$ cat src/rtl/id_ex_stage.sv
// ID/EX pipeline register for the pipelined MIPS datapath.
// Holds the decoded instruction for EX, detects load-use hazards (one bubble,
// PC and IF/ID frozen), squashes the ID instruction on a taken branch, and
// keeps a saturating count of inserted load-use bubbles.
module id_ex_stage #(
  parameter int DATA_W = 32,
  parameter int REG_W  = 5,
  parameter int CNT_W  = 16
) (
  input  logic              clk,
  input  logic              reset,
  input  logic              id_valid,
  input  logic [1:0]        id_aluOp,
  input  logic [5:0]        id_func,
  input  logic              id_regWrite,
  input  logic              id_memRead,
  input  logic              id_memWrite,
  input  logic              id_memToReg,
  input  logic              id_aluSrc,
  input  logic              id_regDst,
  input  logic              id_branch,
  input  logic [DATA_W-1:0] id_rs_data,
  input  logic [DATA_W-1:0] id_rt_data,
  input  logic [DATA_W-1:0] id_imm,
  input  logic [REG_W-1:0]  id_rs,
  input  logic [REG_W-1:0]  id_rt,
  input  logic [REG_W-1:0]  id_rd,
  input  logic              flush,
  output logic              ex_valid,
  output logic [1:0]        ex_aluOp,
  output logic [5:0]        ex_func,
  output logic              ex_regWrite,
  output logic              ex_memRead,
  output logic              ex_memWrite,
  output logic              ex_memToReg,
  output logic              ex_aluSrc,
  output logic              ex_regDst,
  output logic              ex_branch,
  output logic [DATA_W-1:0] ex_rs_data,
  output logic [DATA_W-1:0] ex_rt_data,
  output logic [DATA_W-1:0] ex_imm,
  output logic [REG_W-1:0]  ex_rs,
  output logic [REG_W-1:0]  ex_rt,
  output logic [REG_W-1:0]  ex_rd,
  output logic              stall,
  output logic              pc_write,
  output logic              ifid_write,
  output logic [CNT_W-1:0]  stall_count
);

  // A bubble uses the ADD class so ALU control never decodes a stray funct.
  localparam logic [1:0] ALUOP_BUBBLE = 2'b01;

  logic              valid_q,    valid_d;
  logic [1:0]        aluop_q,    aluop_d;
  logic [5:0]        func_q,     func_d;
  logic [6:0]        ctl_q,      ctl_d;
  logic [DATA_W-1:0] rs_data_q,  rs_data_d;
  logic [DATA_W-1:0] rt_data_q,  rt_data_d;
  logic [DATA_W-1:0] imm_q,      imm_d;
  logic [REG_W-1:0]  rs_q,       rs_d;
  logic [REG_W-1:0]  rt_q,       rt_d;
  logic [REG_W-1:0]  rd_q,       rd_d;
  logic [CNT_W-1:0]  cnt_q,      cnt_d;
  logic              hz;
  logic              load_bubble;

  // Control bits packed MSB..LSB: regWrite, memRead, memWrite, memToReg,
  // aluSrc, regDst, branch.
  logic [6:0] id_ctl;
  assign id_ctl = {id_regWrite, id_memRead, id_memWrite, id_memToReg,
                   id_aluSrc, id_regDst, id_branch};

  // Load-use detection: a load in EX whose destination feeds either ID source.
  // Both sources are compared even for I-type, which is merely conservative.
  always_comb begin
    hz = valid_q && ctl_q[5] && (rt_q != '0) && id_valid &&
         ((rt_q == id_rs) || (rt_q == id_rt));
  end

  assign stall      = hz & ~flush;
  assign pc_write   = ~stall;
  assign ifid_write = ~stall;

  // Next-state selection: reset > flush > hazard > empty ID > load ID.
  always_comb begin
    load_bubble = reset || flush || hz || !id_valid;
    cnt_d       = cnt_q;
    if (reset) begin
      cnt_d = '0;
    end else if (!flush && hz && (cnt_q != {CNT_W{1'b1}})) begin
      cnt_d = cnt_q + 1'b1;
    end

    valid_d   = 1'b0;
    aluop_d   = ALUOP_BUBBLE;
    func_d    = '0;
    ctl_d     = '0;
    rs_data_d = '0;
    rt_data_d = '0;
    imm_d     = '0;
    rs_d      = '0;
    rt_d      = '0;
    rd_d      = '0;
    if (!load_bubble) begin
      valid_d   = 1'b1;
      aluop_d   = id_aluOp;
      func_d    = id_func;
      ctl_d     = id_ctl;
      rs_data_d = id_rs_data;
      rt_data_d = id_rt_data;
      imm_d     = id_imm;
      rs_d      = id_rs;
      rt_d      = id_rt;
      rd_d      = id_rd;
    end
  end

  // EX register and bubble counter; reset is already folded into the _d terms.
  always_ff @(posedge clk) begin
    valid_q   <= valid_d;
    aluop_q   <= aluop_d;
    func_q    <= func_d;
    ctl_q     <= ctl_d;
    rs_data_q <= rs_data_d;
    rt_data_q <= rt_data_d;
    imm_q     <= imm_d;
    rs_q      <= rs_d;
    rt_q      <= rt_d;
    rd_q      <= rd_d;
    cnt_q     <= cnt_d;
  end

  assign ex_valid    = valid_q;
  assign ex_aluOp    = aluop_q;
  assign ex_func     = func_q;
  assign ex_regWrite = ctl_q[6];
  assign ex_memRead  = ctl_q[5];
  assign ex_memWrite = ctl_q[4];
  assign ex_memToReg = ctl_q[3];
  assign ex_aluSrc   = ctl_q[2];
  assign ex_regDst   = ctl_q[1];
  assign ex_branch   = ctl_q[0];
  assign ex_rs_data  = rs_data_q;
  assign ex_rt_data  = rt_data_q;
  assign ex_imm      = imm_q;
  assign ex_rs       = rs_q;
  assign ex_rt       = rt_q;
  assign ex_rd       = rd_q;
  assign stall_count = cnt_q;

endmodule

$ cat config.mk
export PLATFORM = sky130hd
export DESIGN_NAME = id_ex_stage
export DESIGN_NICKNAME = d
export VERILOG_FILES = /design/src/rtl/id_ex_stage.sv
export SDC_FILE = /design/constraint.sdc
export NUM_CORES = 1
export LEC_CHECK = 0
export CAP_MARGIN = 40
export CORE_MARGIN = 5
export CORE_UTILIZATION = 29
export DETAILED_ROUTE_END_ITERATION = 8
export GPL_ROUTABILITY_DRIVEN = 1
export HOLD_SLACK_MARGIN = 0.08
export PLACE_DENSITY = 0.66
export SLEW_MARGIN = 20
export SYNTH_ARGS = -nofsm -noshare
export SYNTH_HDL_FRONTEND = slang
export SYNTH_SLANG_ARGS = --single-unit
export TNS_END_PERCENT = 5
$ cat constraint.sdc
create_clock -name clk -period 2.3 [get_ports clk]
set_input_delay 0.46 -clock clk [delete_from_list [all_inputs] [get_ports clk]]
set_output_delay 0.46 -clock clk [all_outputs]
set_load 0.1 [all_outputs]
==> summary.md <==
| Metric | Value |
|---|---|
| Status | finished, violations left |
| Failing checks | setup timing |
| Fin. Hold Viols | 0 |
| Number of global-route vias before repair | 3930 |
| Grt total ovfl | 0 |
| Hold path start | stall_count[9] |
| CTS H-tree depth | 4 |
| Vias | between 3000 and 4000 |
| Slew @ Worst Pin | 305 ps |
| Synth Flop Type | dfxtp_1 |
| Final worst-path cycle share | 1.07 |
| Core ar. | 14600 sq um |
| Clock transition at path regs | 60 ps |
| TritonCTS clock tree | yes |
| Drt total wl | 13100 um |
| Die extent in y | 132 um |
| CTS max path bufs | 2 |
| Internal power | 4.55 mW |
| Mean Syn Cell Area | 11.3 sq um |
| VDD IR-drop max | 0.000427 V |
| Starting Density | 0.298 |
| Hold Crit Class | flop to flop |
| Crit Reg-Reg Startpoint | ex_rt[4] |
| Multi-input logic area | 1420 sq um |
| Initial antenna violation count | 1 |
| Post-DR vias/cell | roughly 4.2 |
| R2R setup slack | ~160 ps |
| First-pass DRT Iterations | 4 |
| Switching share of total power | 0.258 |
| Share of layout cells above drive strength 1 | 0.322 |
| Die ar. | 17500 sq um |
| Fmax | 408 MHz |
| Min cycle time layout | 2450 ps |
| Overall routing resource usage | 0.150 |
| Slew headroom | 0.798 |
| RSZ-0062 raised after global routing | true |
| Final-stage net count | 803 |
| Setup slack after layout | -150 ps |
| Antenna viol nets, final | 0 |
| Syn Nets | about 510 |
| Post-synthesis cell type count | 28 |
| Routed len/inst | roughly 15 um |
| Leak Pwr | 3.35 nW |
| CP arrival | 1990 ps |
| Finished Layout Cells | 869 |
| FF/Latch Area | 2910 sq um |
| Fill cell count | between 1000 and 1500 |
| I/O pins | 276 |
| # rows | 44 |
| # clock sinks | 143 |
| FF-to-FF End | ex_rt_data[14] |
| Clock root cell | clkbuf_16 |
| CP Class | flop to output port |
| Final HPWL DP | 10200 um |
| Worst Hold End | stall_count[9] |
| Part of the power in registers | 0.416 |
| Power density cells | 794 nW/um^2 |
| Synth Cell Area | 4340 sq um |
| Cell Area, Placed | 7110 sq um |
| Initial DRC Count | 99 |
| Die width | 132 um |
| Synth warnings | 0 |
| Synth top area share | 0.659 |
| Area Growth Syn to Fin | 77.8% |
| Post-synth top area cell | dfxtp_1 |
| Slowest cell on the critical path | or4_4 |
| Synth area leaders | dfxtp_1, and2_1, xnor2_1 |
| Setup Skew | 4.37 ps |
| Skew-Pair Late Insertion Delay | 410 ps |
| Combinational fraction of design power | 0.140 |
| First-pass GRT wire length | 20600 um |
| Cell area after layout | 7720 sq um |
| Worst reg-to-reg path cell count | 8 |
| Final setup viols | 3 |
| Post-synth EDFFs | 0 |
| Dpl cells | ~830 |
| Worst setup EP type | output port |
| Synthesized flop and latch total | approximately 140 |
| Worst Hold Depth | 2 |
| Number of remaining DRC errors | 0 |
| Switching power | about 1.6 mW |
| Largest net degree at the start of global routing | 58 |
| Commonest non-fill, non-tap cell in the layout | buf_4 |
| Gp weighted congestion | ~0.75 |
| Most frequent cells in the layout | buf_4, clkdlybuf4s50_1, and2_1 |
| CTS Buf Count | 17 |
| Maximum fanout along the worst path | 5 |
| Worst EP required | about 1800 ps |
| Clock share of power | 0.444 |
| Cells after Synth | around 380 |
| Final Max Tran Viols | 0 |
| Async SR Flop Fraction | 0 |
| CP peak stage delay | about 550 ps |
| Cell Chain, Critical Path | or4_4 > o2111ai_4 > nor2_4 > nand2_8 > clkinvlp_4 > buf_12 |
| Max-Cap Viols | 0 |
| IO Port Bufs | 275 |
| Sequential share of the synthesized area | 0.659 |
| Critical Path Start Type | flop |
cells in the mapped netlist, types with 2 or more instances:
library cell,count
dfxtp_1,143
and2_1,125
nand3_1,11
o21ai_0,11
or3_1,11
clkbuf_1,10
xnor2_1,10
a21oi_1,9
nand2_1,8
nor2_1,8
nand4_1,5
or4_1,4
xor2_1,4
buf_2,3
buf_6,3
nor2b_1,3
and3_1,2
buf_4,2
inv_1,2
critical path: cells and delay by family (launching register included):
kind,cells,cell delay (ps)
compound gates,1,230
buf+inv,2,270
flops,1,340
simple gates,3,750
power groups by stage:
stage	Combinational, mW	Clock, mW	Sequential, mW
after floorplan	0.0826	0	3.04
after global placement	0.856	0	2.60
after detailed placement	0.861	0	2.60
after CTS	0.865	2.81	2.55
after global routing	0.891	2.91	2.55
final	0.858	2.73	2.55
cell families after synthesis:
kind of cell,after synthesis,synth area share
compound gates,23,0.0282
xor+xnor,14,0.0282
fa+ha+maj,1,0.00288
buf+inv,20,0.0251
flops,143,0.659
mux,1,0.00230
simple gates,181,0.254
final cells by class:
class                      instances  share of cell area
antenna                            1            0.000324
clock buffer                      22              0.0627
clock inverter                     9              0.0139
inverter                           2             0.00146
multi-input combinational        220               0.184
sequential                       143               0.377
tap                              184              0.0298
timing repair buffer             288               0.330
state kept, by name, summed over array words and instances (netlist names):
name	count
ctl_q	7
ex_valid	1
ex_func	6
ex_rs	5
stall_count	16
ex_imm	32
ex_aluOp	2
ex_rs_data	32
ex_rt	5
ex_rd	5
ex_rt_data	32
timing repair:
item	4_1_cts	5_1_grt
hold endpoints to repair	0	0
hold buffers	0	0
resized for setup	0	1
endpoints found under the setup margin	3	59
pin swaps	4	1
buffers inserted	4	1
worst max path at each step:
stage,start,to,slack [ps],cells past startpoint
2_1_floorplan,ex_rt[1],stall,-140,5
3_3_place_gp,id_rs[4],stall,-150,8
3_5_place_dp,id_rs[4],stall,-140,8
4_1_cts,ex_rt[4],stall,-190,6
5_1_grt,ex_rt[4],stall,-240,6
6_report,ex_rt[4],stall,-150,6
per-layer routing:
metal | global-route usage | share of wire
met1 | 0.153 | 0.36
met2 | 0.253 | 0.50
met3 | 0.0740 | 0.10
met4 | 0.0769 | 0.031
met5 | 0 | 0
through the flow:
stage               setup slack (ps)  TNS, ps  utilization  power (mW)  hold slack (ps)
global placement                -149   -13970        0.487        3.46              468
finish                          -150     -281        0.529        6.13              500
detailed placement              -143   -13020        0.487        3.47              490
floorplan                       -145     -160            -        3.12              561
CTS                             -188     -391        0.528        6.22              500
global route                    -237     -522        0.529        6.35              530
No activity file was read; power rests on OpenSTA's default activity.
